==> src/rtl/key_text_if.sv <==
// Key-event input and video-RAM/cursor status bundle for key_text_writer.
// The slave side is the writer; the master side is whoever produces keys and watches the screen.
interface key_text_if;
  logic        key_strobe;
  logic [7:0]  key_ascii;
  logic        vram_we;
  logic [11:0] vram_addr;
  logic [7:0]  vram_data;
  logic [6:0]  cursor_x;
  logic [4:0]  cursor_y;
  logic [4:0]  top_row;
  logic        busy;
  logic        line_end;
  logic        overflow;

  modport master (
    output key_strobe, key_ascii,
    input  vram_we, vram_addr, vram_data, cursor_x, cursor_y, top_row, busy, line_end, overflow
  );

  modport slave (
    input  key_strobe, key_ascii,
    output vram_we, vram_addr, vram_data, cursor_x, cursor_y, top_row, busy, line_end, overflow
  );
endinterface

==> src/rtl/key_text_writer.sv <==
// Turns one-cycle ASCII key events into character-mode VRAM writes, tracking the cursor and
// scrolling by rotating top_row; newly exposed rows and the whole screen after reset are blanked.
module key_text_writer #(
  parameter int unsigned COLS  = 70,
  parameter int unsigned ROWS  = 30,
  parameter logic [7:0]  BLANK = 8'h20
) (
  input logic       clk,
  input logic       rst,
  key_text_if.slave bus_io
);
  localparam logic [6:0]  XMax     = 7'(COLS - 1);
  localparam logic [4:0]  YMax     = 5'(ROWS - 1);
  localparam logic [11:0] LastCell = 12'(COLS * ROWS - 1);
  localparam logic [11:0] LastCol  = 12'(COLS - 1);
  localparam logic [5:0]  RowsW    = 6'(ROWS);
  localparam logic [11:0] ColsW    = 12'(COLS);

  typedef enum logic [1:0] {StInit, StIdle, StClear} state_e;

  state_e      state_q, state_d;
  logic [11:0] cnt_q, cnt_d;
  logic [6:0]  cursor_x_q, cursor_x_d;
  logic [4:0]  cursor_y_q, cursor_y_d;
  logic [4:0]  top_row_q, top_row_d;
  logic        vram_we_q, vram_we_d;
  logic [11:0] vram_addr_q, vram_addr_d;
  logic [7:0]  vram_data_q, vram_data_d;
  logic        busy_q, busy_d;
  logic        line_end_q, line_end_d;
  logic        overflow_q, overflow_d;
  logic        pend_valid_q, pend_valid_d;
  logic [7:0]  pend_key_q, pend_key_d;

  logic [5:0]  row_sum;
  logic [4:0]  phys_row;
  logic [11:0] row_base;
  logic        take_direct, pend_pop, key_valid, advance;
  logic [7:0]  key_code;

  // Physical row of the cursor; both operands are < ROWS so one subtract suffices.
  always_comb begin
    row_sum  = {1'b0, top_row_q} + {1'b0, cursor_y_q};
    phys_row = (row_sum >= RowsW) ? 5'(row_sum - RowsW) : row_sum[4:0];
    row_base = 12'(phys_row) * ColsW;
  end

  always_comb begin
    state_d      = state_q;
    cnt_d        = cnt_q;
    cursor_x_d   = cursor_x_q;
    cursor_y_d   = cursor_y_q;
    top_row_d    = top_row_q;
    vram_we_d    = 1'b0;
    vram_addr_d  = vram_addr_q;
    vram_data_d  = vram_data_q;
    line_end_d   = 1'b0;
    overflow_d   = overflow_q;
    pend_valid_d = pend_valid_q;
    pend_key_d   = pend_key_q;
    key_valid    = 1'b0;
    key_code     = pend_key_q;
    advance      = 1'b0;

    take_direct = (state_q == StIdle) && !pend_valid_q && bus_io.key_strobe;
    pend_pop    = (state_q == StIdle) && pend_valid_q;
    if (pend_pop) pend_valid_d = 1'b0;
    if (bus_io.key_strobe && !take_direct) begin
      if (!pend_valid_q || pend_pop) begin
        pend_valid_d = 1'b1;
        pend_key_d   = bus_io.key_ascii;
      end else begin
        overflow_d = 1'b1;
      end
    end

    unique case (state_q)
      StInit: begin
        vram_we_d   = 1'b1;
        vram_addr_d = cnt_q;
        vram_data_d = BLANK;
        cnt_d       = cnt_q + 12'd1;
        if (cnt_q == LastCell) begin
          state_d = StIdle;
          cnt_d   = '0;
        end
      end
      StClear: begin
        vram_we_d   = 1'b1;
        vram_addr_d = row_base + cnt_q;
        vram_data_d = BLANK;
        cnt_d       = cnt_q + 12'd1;
        if (cnt_q == LastCol) begin
          state_d = StIdle;
          cnt_d   = '0;
        end
      end
      StIdle: begin
        if (pend_valid_q) begin
          key_valid = 1'b1;
          key_code  = pend_key_q;
        end else if (bus_io.key_strobe) begin
          key_valid = 1'b1;
          key_code  = bus_io.key_ascii;
        end
        if (key_valid) begin
          if (key_code >= 8'h20 && key_code <= 8'h7e) begin
            vram_we_d   = 1'b1;
            vram_addr_d = row_base + 12'(cursor_x_q);
            vram_data_d = key_code;
            if (cursor_x_q < XMax) begin
              cursor_x_d = cursor_x_q + 7'd1;
            end else begin
              cursor_x_d = '0;
              advance    = 1'b1;
            end
          end else if (key_code == 8'h08) begin
            if (cursor_x_q != '0) begin
              cursor_x_d  = cursor_x_q - 7'd1;
              vram_we_d   = 1'b1;
              vram_addr_d = row_base + 12'(cursor_x_q - 7'd1);
              vram_data_d = BLANK;
            end
          end else if (key_code == 8'h0a) begin
            line_end_d = 1'b1;
            cursor_x_d = '0;
            advance    = 1'b1;
          end
        end
        if (advance) begin
          if (cursor_y_q < YMax) cursor_y_d = cursor_y_q + 5'd1;
          else top_row_d = (top_row_q == YMax) ? 5'd0 : top_row_q + 5'd1;
          state_d = StClear;
          cnt_d   = '0;
        end
      end
      default: begin
        state_d = StInit;
        cnt_d   = '0;
      end
    endcase

    busy_d = (state_d != StIdle);
  end

  always_ff @(posedge clk or posedge rst) begin
    if (rst) begin
      state_q      <= StInit;
      cnt_q        <= '0;
      cursor_x_q   <= '0;
      cursor_y_q   <= '0;
      top_row_q    <= '0;
      vram_we_q    <= 1'b0;
      vram_addr_q  <= '0;
      vram_data_q  <= '0;
      busy_q       <= 1'b0;
      line_end_q   <= 1'b0;
      overflow_q   <= 1'b0;
      pend_valid_q <= 1'b0;
      pend_key_q   <= '0;
    end else begin
      state_q      <= state_d;
      cnt_q        <= cnt_d;
      cursor_x_q   <= cursor_x_d;
      cursor_y_q   <= cursor_y_d;
      top_row_q    <= top_row_d;
      vram_we_q    <= vram_we_d;
      vram_addr_q  <= vram_addr_d;
      vram_data_q  <= vram_data_d;
      busy_q       <= busy_d;
      line_end_q   <= line_end_d;
      overflow_q   <= overflow_d;
      pend_valid_q <= pend_valid_d;
      pend_key_q   <= pend_key_d;
    end
  end

  assign bus_io.vram_we   = vram_we_q;
  assign bus_io.vram_addr = vram_addr_q;
  assign bus_io.vram_data = vram_data_q;
  assign bus_io.cursor_x  = cursor_x_q;
  assign bus_io.cursor_y  = cursor_y_q;
  assign bus_io.top_row   = top_row_q;
  assign bus_io.busy      = busy_q;
  assign bus_io.line_end  = line_end_q;
  assign bus_io.overflow  = overflow_q;
endmodule
==> src/flat_wrapper.sv <==
// flat-port wrapper written by rule: the top's interface ports become plain ports
module key_text_writer_flat 
#(
  parameter int unsigned COLS  = 70,
  parameter int unsigned ROWS  = 30,
  parameter logic [7:0]  BLANK = 8'h20
)
  (clk, rst, bus_io_key_strobe, bus_io_key_ascii, bus_io_vram_we, bus_io_vram_addr, bus_io_vram_data, bus_io_cursor_x, bus_io_cursor_y, bus_io_top_row, bus_io_busy, bus_io_line_end, bus_io_overflow);
  key_text_if bus_io_i ();
  input logic clk;
  input logic rst;
  input wire logic [$bits(bus_io_i.key_strobe)-1:0] bus_io_key_strobe;
  input wire logic [$bits(bus_io_i.key_ascii)-1:0] bus_io_key_ascii;
  output wire logic [$bits(bus_io_i.vram_we)-1:0] bus_io_vram_we;
  output wire logic [$bits(bus_io_i.vram_addr)-1:0] bus_io_vram_addr;
  output wire logic [$bits(bus_io_i.vram_data)-1:0] bus_io_vram_data;
  output wire logic [$bits(bus_io_i.cursor_x)-1:0] bus_io_cursor_x;
  output wire logic [$bits(bus_io_i.cursor_y)-1:0] bus_io_cursor_y;
  output wire logic [$bits(bus_io_i.top_row)-1:0] bus_io_top_row;
  output wire logic [$bits(bus_io_i.busy)-1:0] bus_io_busy;
  output wire logic [$bits(bus_io_i.line_end)-1:0] bus_io_line_end;
  output wire logic [$bits(bus_io_i.overflow)-1:0] bus_io_overflow;
  assign bus_io_i.key_strobe = bus_io_key_strobe;
  assign bus_io_i.key_ascii = bus_io_key_ascii;
  assign bus_io_vram_we = bus_io_i.vram_we;
  assign bus_io_vram_addr = bus_io_i.vram_addr;
  assign bus_io_vram_data = bus_io_i.vram_data;
  assign bus_io_cursor_x = bus_io_i.cursor_x;
  assign bus_io_cursor_y = bus_io_i.cursor_y;
  assign bus_io_top_row = bus_io_i.top_row;
  assign bus_io_busy = bus_io_i.busy;
  assign bus_io_line_end = bus_io_i.line_end;
  assign bus_io_overflow = bus_io_i.overflow;
  key_text_writer #(.COLS(COLS), .ROWS(ROWS), .BLANK(BLANK)) u_core (.clk(clk), .rst(rst), .bus_io(bus_io_i));
endmodule
==> config.mk <==
export PLATFORM = sky130hd
export DESIGN_NAME = key_text_writer_flat
export DESIGN_NICKNAME = d
export VERILOG_FILES = /design/src/rtl/key_text_if.sv /design/src/rtl/key_text_writer.sv /design/src/flat_wrapper.sv
export SDC_FILE = /design/constraint.sdc
export NUM_CORES = 1
export LEC_CHECK = 0
export ABC_AREA = 1
export CAP_MARGIN = 20
export CORE_UTILIZATION = 43
export CTS_CLUSTER_SIZE = 40
export DETAILED_ROUTE_END_ITERATION = 7
export PLACE_DENSITY = 0.72
export SYNTH_ARGS = -nofsm -noshare
export SYNTH_HDL_FRONTEND = slang
export SYNTH_SLANG_ARGS = --single-unit
==> constraint.sdc <==
create_clock -name clk -period 8.5 [get_ports clk]
set_clock_uncertainty 0.15 [all_clocks]
set_input_delay 0.85 -clock clk [delete_from_list [all_inputs] [get_ports clk]]
set_output_delay 0.85 -clock clk [all_outputs]
set_load 0.02 [all_outputs]
Word level (Yosys, flattened, before mapping)
Index checks and enable logic that the tools add are counted.
Operators by class
  add/sub/neg operators: 11
  multiply operators: 1
  $lt $le $gt $ge: 5
  equality and inequality tests: 13
  muxes and demuxes: 48
  bitwise logic cells: 2
  reduce and logical (&&, ||, !) cells: 21
Operators with widths (count)
  $mux W12: 7
  $pmux W12 S3: 2
  $mux W8: 7
  $mux W7: 5
  $add A12 B12 Y12: 2
  $mux W1: 19
  $eq A8 B4 Y1 const B: 2
  $pmux W8 S2: 1
  $add A12 B1 Y12 const B: 1
  $add A12 B7 Y12: 1
  $eq A12 B12 Y1 const B: 1
  $eq A12 B7 Y1 const B: 1
  $reduce_and A4 Y1: 3
  $mul A5 B6 Y11 const B: 1
  $add A5 B1 Y5 const B: 2
  $mux W5: 2
  $ge A8 B6 Y1 const B: 1
  $le A8 B7 Y1 const B: 1
  $sub A7 B1 Y8 const B: 1
  $add A7 B1 Y7 const B: 1
  $lt A7 B7 Y1 const B: 1
  $reduce_bool A7 Y1: 1
  $sub A7 B1 Y7 const B: 1
  $add A5 B5 Y6: 1
  other kinds (23): 36
Word-level totals
  register bits after elaboration: 64
  output and inout port bits: 41
  word-level logic and storage cells: 114

Logic depth before layout (Yosys ltp)
Gate-level depths: netlist of the first run.
  word-level depth: 12
  depth in mapped cells: 32

Least setup slack after synthesis of the first run
No wires, ideal clock.
  path kind: register -> register
  start: register u_core.top_row_q[0] (netlist: u_core.bus_io.top_row[0])
  end: register u_core.vram_addr_q[11] (netlist: u_core.bus_io.vram_addr[11])
  setup time: 0.122 ns
  data arrival time: 4.659 ns
  required time: 8.228 ns
  slack: 3.569 ns
  cell stages (with the launch flop): 31
  path buffers: 0
  period minus slack after synthesis: 4.931 ns
  cell sequence: dfrtp_1 -> ha_1 -> fa_1 -> xor2_1 -> nand2_1 -> nor2_1 -> nand2_1 -> nand2_1 -> nand2_1 -> nand3_1 -> nand2_1 -> ha_1 -> ha_1 -> inv_1 -> fa_1 -> inv_1 -> ha_1 -> a31o_2 -> a21o_1 -> nand2_1 -> nand2_1 -> nand2_1 -> inv_1 -> ha_1 -> a21o_1 -> a31oi_1 -> nand3_1 -> inv_1 -> nand3_1 -> nand3_1 -> a21oi_1
On the way
  longest elaborated chain between the ends: 10
  elaborated cells on any way between the ends: 13
Ends and longest elaborated chain
  start, declared: RTL line key_text_writer.sv:25  | logic [4:0] top_row_q, top_row_d;
  start signal, assigned: RTL line key_text_writer.sv:166  | top_row_q <= top_row_d;
  $add A5 B5 Y6 (*): RTL line key_text_writer.sv:43  | row_sum = {1'b0, top_row_q} + {1'b0, cursor_y_q};
  $sub A5 B5 Y5 or $ge A6 B5 Y1 (tied branches): RTL line key_text_writer.sv:44  | phys_row = (row_sum >= RowsW) ? 5'(row_sum - RowsW) : row_sum[4:0];
  $mux W5 (*): RTL line key_text_writer.sv:44
  $mul A5 B6 Y11 (*): RTL line key_text_writer.sv:45  | row_base = 12'(phys_row) * ColsW;
  $add A12 B12 Y12: RTL line key_text_writer.sv:121  | vram_addr_d = row_base + 12'(cursor_x_q - 7'd1);
  $mux W12: RTL line key_text_writer.sv:118  | if (cursor_x_q != '0) begin
  $mux W12: RTL line key_text_writer.sv:117  | end else if (key_code == 8'h08) begin
  $mux W12: RTL line key_text_writer.sv:107  | if (key_code >= 8'h20 && key_code <= 8'h7e) begin
  $mux W12: RTL line key_text_writer.sv:106  | if (key_valid) begin
  $pmux W12 S3 (*): RTL line key_text_writer.sv:77  | unique case (state_q)
  end signal, assigned: RTL line key_text_writer.sv:168  | vram_addr_q <= vram_addr_d;
  end, declared: RTL line key_text_writer.sv:27  | logic [11:0] vram_addr_q, vram_addr_d;
Every way passes the cells marked *; elsewhere a longest branch is shown, timed or not. The select of a mux whose other input is x is not followed.
A chain may end at the register's enable or synchronous reset.

Worst setup path in the final report of the first run
Same ends and word-level chain as after synthesis.

==> results.txt, run 1 <==
- The final hold violation count came to 0.
- Mean cell area of the mapped netlist: 7.432 um^2
* Starting DRC count in detailed routing: 373
- Global routing used 22.35% of the available tracks.
- Origin of the worst setup path: u_core.bus_io.top_row[0]
- Summed over all layers, the global routing overflow is 0.
- Vert. Die Dim: 109.4 um
* Max-slew headroom: 44.87%
* Type of the most critical hold path: reg -> reg
- Summing every instance area after synthesis gives 4957 um^2.
- In this design, the critical path's most frequently occurring cell is nand2_1.
- Fraction of layout instances using a drive strength above 1: 6.834%
- The detailed router used layers up to and including met4.
- Finish-stage setup viols: 0
- STA classifies the critical path startpoint as a flip-flop.
- For the worst setup path, the data arrival time is 5.51 ns.
- The critical path contains buffers and inverters numbering 4 combined.
- CTS HTree Levels: 3
- In this run the register-to-register setup slack is 3.06 ns.
- Largest driver fanout on the critical path: 6
- After clock tree synthesis, the setup repair step added 0 buffers.
- The floorplan step set the die width to 109.4 um.
- Counting I/O delays and the setup requirement, the final critical path takes 5.438 ns.
- For this design, the CTS-stage hold fixing added 0 buffers.
- Longest individual stage delay on the worst path: 0.44 ns
- 0 antenna diodes ended up in the layout.
* Met1 wire length: 5618 um
- The worst setup path is captured at a flip-flop.
- Data required time at the worst endpoint: 8.57 ns
- The final route contains 4616 vias.
- Ranking of synthesized cells by area: dfrtp_1 (32%), nand2_1 (11%), ha_1 (10%), inv_1 (5.8%), nand3_1 (5.6%)
- Summing the sequential cell areas from Yosys gives 32.31% of the chip area.
- Clock transition at path regs: 0.06 ns
- Worst Setup Slack post-DPL: 3.158 ns
* Initial antenna violation count: 0
- Entering global routing, the biggest net connects 65 pins.
- The library cell used most frequently in the layout, excluding fill and tap cells, is nand2_1.
- Count of input and output buffers: 51
- Buffers inserted during clock tree synthesis total 9.
* Total of max-cap violations: 0
- The cell family contributing the most delay on the critical path is adder cells.
* Total stage count of the critical path: 30
- The worst setup path is of the reg -> reg kind.
* Unrepaired setup endpoints after global routing: false
- In the synthesized netlist the dominant register cell turns out to be dfrtp_1.
- Final Routed Wirelength: 12440 um
- Number of nets in the finished design: 766
- TritonCTS built the clock tree.
- The first global-routing pass estimated 20630 um of wire.
- After technology mapping, the gate count stands at 667.
* CTS max path bufs: 2
- After detailed routing, the number of remaining DRC violations is 0.
- Reg2reg start: u_core.bus_io.top_row[0]
- Clock root buffer master: clkbuf_16
- Peak clock frequency supported by timing: 0.1839 GHz
- Registers take 1602 um^2.
- The die covers 11960 um^2.
- Of all flip-flops after synthesis, the portion carrying an async set or reset was 100.0%.
- Area taken by multi-input logic gates: 2928 um^2
- Drt pass-1 iters: 7
* Number of enable flip-flop cells after synthesis: 0
- Starting utilization of the core area: 44.94%
- Post-CTS repair changed the size of 0 cells.
- GP Congestion: 0.9863
- Cell taking the most area after synthesis: dfrtp_1
- The critical path ends at u_core.bus_io.vram_addr[11].
- The worst register-to-register path has a depth of 30.
* Max-slew violation count: 0
- Post-synthesis register bit count: 64
* Number of distinct library cells after synthesis: 48
- In this run the critical register-to-register path is captured at u_core.bus_io.vram_addr[11].
- Wire segments on met3 add up to 528 um in the final route.
* Mean routed wirelength per cell: 14.51 um
- PnR worst setup slack: 3.062 ns
- Adding up every negative setup slack in the final design gives 0 ns.
- When the netlist entered floorplanning its net count stood at 721.
* Area added between synthesis and finish: 17.31%
- Detailed placement finished with a half-perimeter wire length of 9366 um.
- The worst path uses 63.97% of the clock period.
- CTS Sinks: 64
* Placed cells: 841
- Core area: 11030 um^2
- Num ports: 52
* Total number of yosys warnings: 0
- The floorplan has 38 rows.
- Amount of wire on met2 after detailed routing: 6133 um
- In the layout the commonest cells are nand2_1 (149), inv_1 (75), dfrtp_1 (64).
- Critical Path Slowest Stage Cell: dfrtp_1
- Via count of the first global-routing pass: 4324
* DRT antenna net count: 0
- Actual slew at the worst max-slew pin: 0.8270 ns
- In the routed layout, each cell is associated on average with a via count of 5.386.
- The run finished with clean final reports.
* Share of Yosys cell area claimed by the top area cell type: 32.31%
- The filler cells instantiated in the layout total 1076.
- Non-filler instance count after layout: 857
- Clock insertion delay at the later pin of the skew report: 0.35 ns
[through the flow]
step	hold slack, ns	instance area (um^2)	utilization (%)
floorplan	0.3034	4957	-
global placement	0.2970	5529	50.12
detailed placement	0.3072	5529	50.12
CTS	0.3222	5816	52.72
global route	0.3605	5816	52.72
finish	0.3163	5816	52.72
[per-layer routing]
layer / up-vias / track usage (%)
li1: 2323 / -
met1: 2167 / 28.92
met2: 114 / 38.23
met3: 12 / 3.201
met4: 0 / 7.524
met5: - / 0
[worst min-delay path by stage]
stage / from / to / cells after the start / slack [ns]
3_5_place_dp: u_core.bus_io.vram_data[7] / u_core.bus_io.vram_data[7] / 2 / 0.31
5_1_grt: u_core.bus_io.overflow / u_core.bus_io.overflow / 1 / 0.36
6_report: u_core.bus_io.vram_data[7] / u_core.bus_io.vram_data[7] / 2 / 0.32
4_1_cts: u_core.bus_io.vram_data[7] / u_core.bus_io.vram_data[7] / 2 / 0.32
3_3_place_gp: u_core.bus_io.vram_data[7] / u_core.bus_io.vram_data[7] / 2 / 0.30
2_1_floorplan: u_core.pend_key_q[7] / u_core.pend_key_q[7] / 2 / 0.30
[registers in the layout, summed over array words and instances, names as in the netlist, 2 cells and up]
name	flops
u_core.pend_key_q	8
u_core.bus_io.vram_addr	12
u_core.state_q	2
u_core.cnt_q	12
u_core.bus_io.vram_data	8
u_core.bus_io.top_row	5
u_core.bus_io.cursor_x	7
u_core.bus_io.cursor_y	5
[worst min-delay path, stage by stage, from the launching register on]
cell and delay, ns:
dfrtp_1 0.34, nand2_1 0.05, inv_1 0.04
[cell type report]
cell class / count / area share, %
sequential: 64 / 27.54
clock inverter: 7 / 1.054
multi-input combinational: 504 / 50.34
inverter: 81 / 5.271
clock buffer: 9 / 3.873
timing repair buffer: 52 / 8.907
tap: 140 / 3.012
[synthesized netlist by cell type (3+ instances only)]
master	number
nand2_2	4
nand3_1	55
a31oi_1	3
nor2_1	49
buf_2	4
o22ai_1	5
nand2_1	149
fa_1	3
inv_2	3
nand4_1	10
o21ai_1	6
mux2_2	7
o21ai_0	46
clkbuf_1	5
xor2_1	21
buf_6	4
dfrtp_1	64
nor3_1	10
a21oi_1	51
buf_4	5
inv_1	76
nor4_1	6
xnor2_1	4
ha_1	40
o31ai_1	3
[cells by family (layout without fill, tap and decap cells)]
logic type | count (synthesis) | in the layout | share of synthesized area (%)
compound gates | 133 | 133 | 15.35
xor+xnor | 25 | 25 | 4.417
fa+ha+maj | 43 | 43 | 11.31
buf+inv | 99 | 149 | 8.632
flops | 64 | 64 | 32.31
mux | 7 | 7 | 1.590
simple gates | 296 | 296 | 26.40
Power of run 1 is not shown: default switching activity piles up to over one toggle a cycle in this logic, so the estimate is an artifact.
==> inputs of run 2 (changes only) <==
PLACE_DENSITY = 0.75   (was 0.72)
clock period = 4.6 ns   (was 8.5 ns; I/O delays follow)
==> run 2 against run 1 <==
The run now ends with negative setup slack left. Highest routed layer unchanged. Critical path depth is 5 lower. Cell area up 9.3%. First-iteration DRC count fell by 20%. Critical path type unchanged. Register-to-register slack got worse by 3.1 ns. Wire length grew 4.0%. Core utilization increased by 4.9 points. Worst setup slack got worse by 3.1 ns. Global-route usage grew 0.72 points. Via count up 3.5%. Die area unchanged. Count of clock-buffer cells in the layout increased by 3.
==> results.txt, run 2 (same netlist as run 1, synthesis figures left out) <==
* Largest driver fanout on the critical path: 5
- First-pass GRT wire length: 21350 um
* Residual DRC count: 0
- Worst Setup Slack post-DPL: -0.1049 ns
* Clock tree from TritonCTS: done
* Data required time at the worst endpoint: 4.67 ns
- Hold Crit Start: u_core.bus_io.vram_data[7]
- In the final routed layout, each cell accounts on average for 14.58 um.
- Type of the most critical hold path: reg -> reg
- After layout, the worst setup slack is -0.02484 ns.
- Counting every sink on the clock net gives 64.
- Amount of wire on met2 after detailed routing: 6006 um
- The run finished, with violations left.
- Largest net degree at the start of global routing: 41
- Die Area: 11960 um^2
- Die span in x: 109.4 um
* CP Launch Type: flip-flop
- Hold Fails Final Rpt: 0
- Routed signal wires occupy layers up through met4.
- The critical path in this run is classified as reg -> reg.
- Number of nets in the finished design: 796
- For the pin with the worst max-slew slack, the measured transition is 0.7174 ns.
* Inserted Diodes: 0
- For this configuration, the core starts out at a cell density of 44.94%.
- Number of rows created at floorplan: 38
* CTS HTree Levels: 3
- Origin of the worst setup path: u_core.bus_io.top_row[0]
* Clock insertion delay at the later pin of the skew report: 0.33 ns
* Failing checks: negative setup slack
- Total overflow reported by the global router: 0
* Count of input and output buffers: 51
- The worst setup path is captured at a flip-flop.
- Core area: 11030 um^2
- Initial antenna violation count: 0
* CTS max path bufs: 2
* Total of max-cap violations: 0
- GP Congestion: 0.8946
* Max-slew headroom: 51.67%
* Detailed Place HPWL: 9980 um
* Filler Cells Inserted: 988
* Num ports: 52
* Starting DRC count in detailed routing: 299
* Arrival time worst endpoint: 4.69 ns
* Unrepaired setup endpoints after global routing: true
* Max-slew violation count: 0
* Via count of the first global-routing pass: 4424
- Clock tree synthesis inserted a total of 9 buffers.
* Critical Path Slowest Stage Cell: fa_2
* DRT antenna net count: 0
- Final Routed Wirelength: 12940 um
* Clock transition at path regs: 0.05 ns
* Drt pass-1 iters: 5
- Via-to-Cell Ratio: 5.384
* Area added between synthesis and finish: 28.27%
* Clock root buffer master: clkbuf_16
- The startpoint identified for the worst register-to-register timing path is u_core.bus_io.top_row[0].
- The worst path in the final design needs a cycle of 4.625 ns, including I/O delays and setup.
* Vert. Die Dim: 109.4 um
* Leading cell type in the layout, fill and taps excluded: nand2_1
- Counting both buffers and inverters, the worst setup path holds a total of 3.
* Fraction of layout instances using a drive strength above 1: 18.61%
- Met3 Wirelength: 619 um
- After detailed routing, the wire length on met1 is 6139 um.
- Longest individual stage delay on the worst path: 0.53 ns
- DR vias: 4776
- Setup violations remaining at the end of the flow were counted as 2.
- Broken down by cell family, the worst path's largest delay share belongs to adder cells.
* Peak clock frequency supported by timing: 0.2162 GHz
- Commonest cells after routing, fill and taps aside: nand2_1 (137), inv_1 (69), dfrtp_1 (62)
* Crit share post-route: 100.5%
- For this run, the total global-route usage over all layers was measured as 23.07%.
-- run 2: cell types whose count changed in the layout (fill, tap and decap cells not counted), sizes merged --
cell      change
clkinvlp      -2
bufinv        +1
clkbuf        +3
inv           -4
buf          +30
clkinv        +2
-- run 2: metrics by stage --
step | hold slack, ns | area (um^2) | util [%] | cells | setup TNS (ns)
finish | 0.3267 | 6359 | 57.65 | 887 | -0.04588
global route | 0.3504 | 6359 | 57.65 | 887 | -0.8170
CTS | 0.3282 | 6137 | 55.64 | 885 | 0
detailed placement | 0.3155 | 5853 | 53.06 | 869 | -0.2385
global placement | 0.2996 | 5853 | 53.06 | 869 | -0.03262
floorplan | 0.3034 | 5071 | - | 667 | -0.01054
-- run 2: repair_timing --
item | in CTS | in global routing
gates resized for setup | 2 | 50
buffers inserted | 0 | 2
endpoints found under the setup margin | 4 | 6
pin swaps | 10 | 35
hold buffers | 0 | 0
-- run 2: layer usage --
layer	global-route usage [%]	vias up
met5	0	-
met3	3.734	14
li1	-	2380
met4	6.952	0
met2	35.98	136
met1	32.77	2246
-- run 2: path summary, 6_finish.rpt --
kind,endpoint,slack (ns),cells past startpoint
min in group asynchronous,u_core.pend_key_q[5],0.34,2
max in group asynchronous,u_core.bus_io.vram_addr[6],3.04,3
worst max-delay path,u_core.bus_io.vram_addr[10],-0.02,25
worst min-delay path,u_core.bus_io.vram_data[7],0.33,2
worst min register to register,u_core.bus_io.vram_data[7],0.33,2
worst max register to register,u_core.bus_io.vram_addr[10],-0.02,25
-- run 2: area by class of cell --
class / instances / area, um^2 / area share, %
clock buffers: 12 / 236.5 / 3.719
clock inverters: 4 / 45.04 / 0.7084
inverters: 81 / 306.5 / 4.821
multi-input cells: 504 / 3248 / 51.08
flip-flops and latches: 64 / 1604 / 25.23
well taps: 140 / 175.2 / 2.755
repair buffers: 82 / 743.2 / 11.69
-- run 2: worst reg2reg max path, stage by stage, from the launching register on --
cell and delay (ns):
dfrtp_2 0.42, ha_4 0.17, fa_2 0.39, a21oi_2 0.15, o21ai_1 0.08, xor2_1 0.18
nand2_1 0.10, nand2_2 0.13, nand2_2 0.07, nand3_2 0.08, nand2_4 0.07, ha_4 0.27
ha_4 0.11, inv_2 0.03, fa_2 0.53, inv_2 0.05, a31o_4 0.22, xor2_1 0.14
ha_1 0.37, inv_2 0.09, nor3_2 0.18, nand3_1 0.10, nand4_1 0.14, a21oi_1 0.08
o21ai_1 0.11, a2bb2oi_1 0.07
Power of run 2 is left out for the same reason.
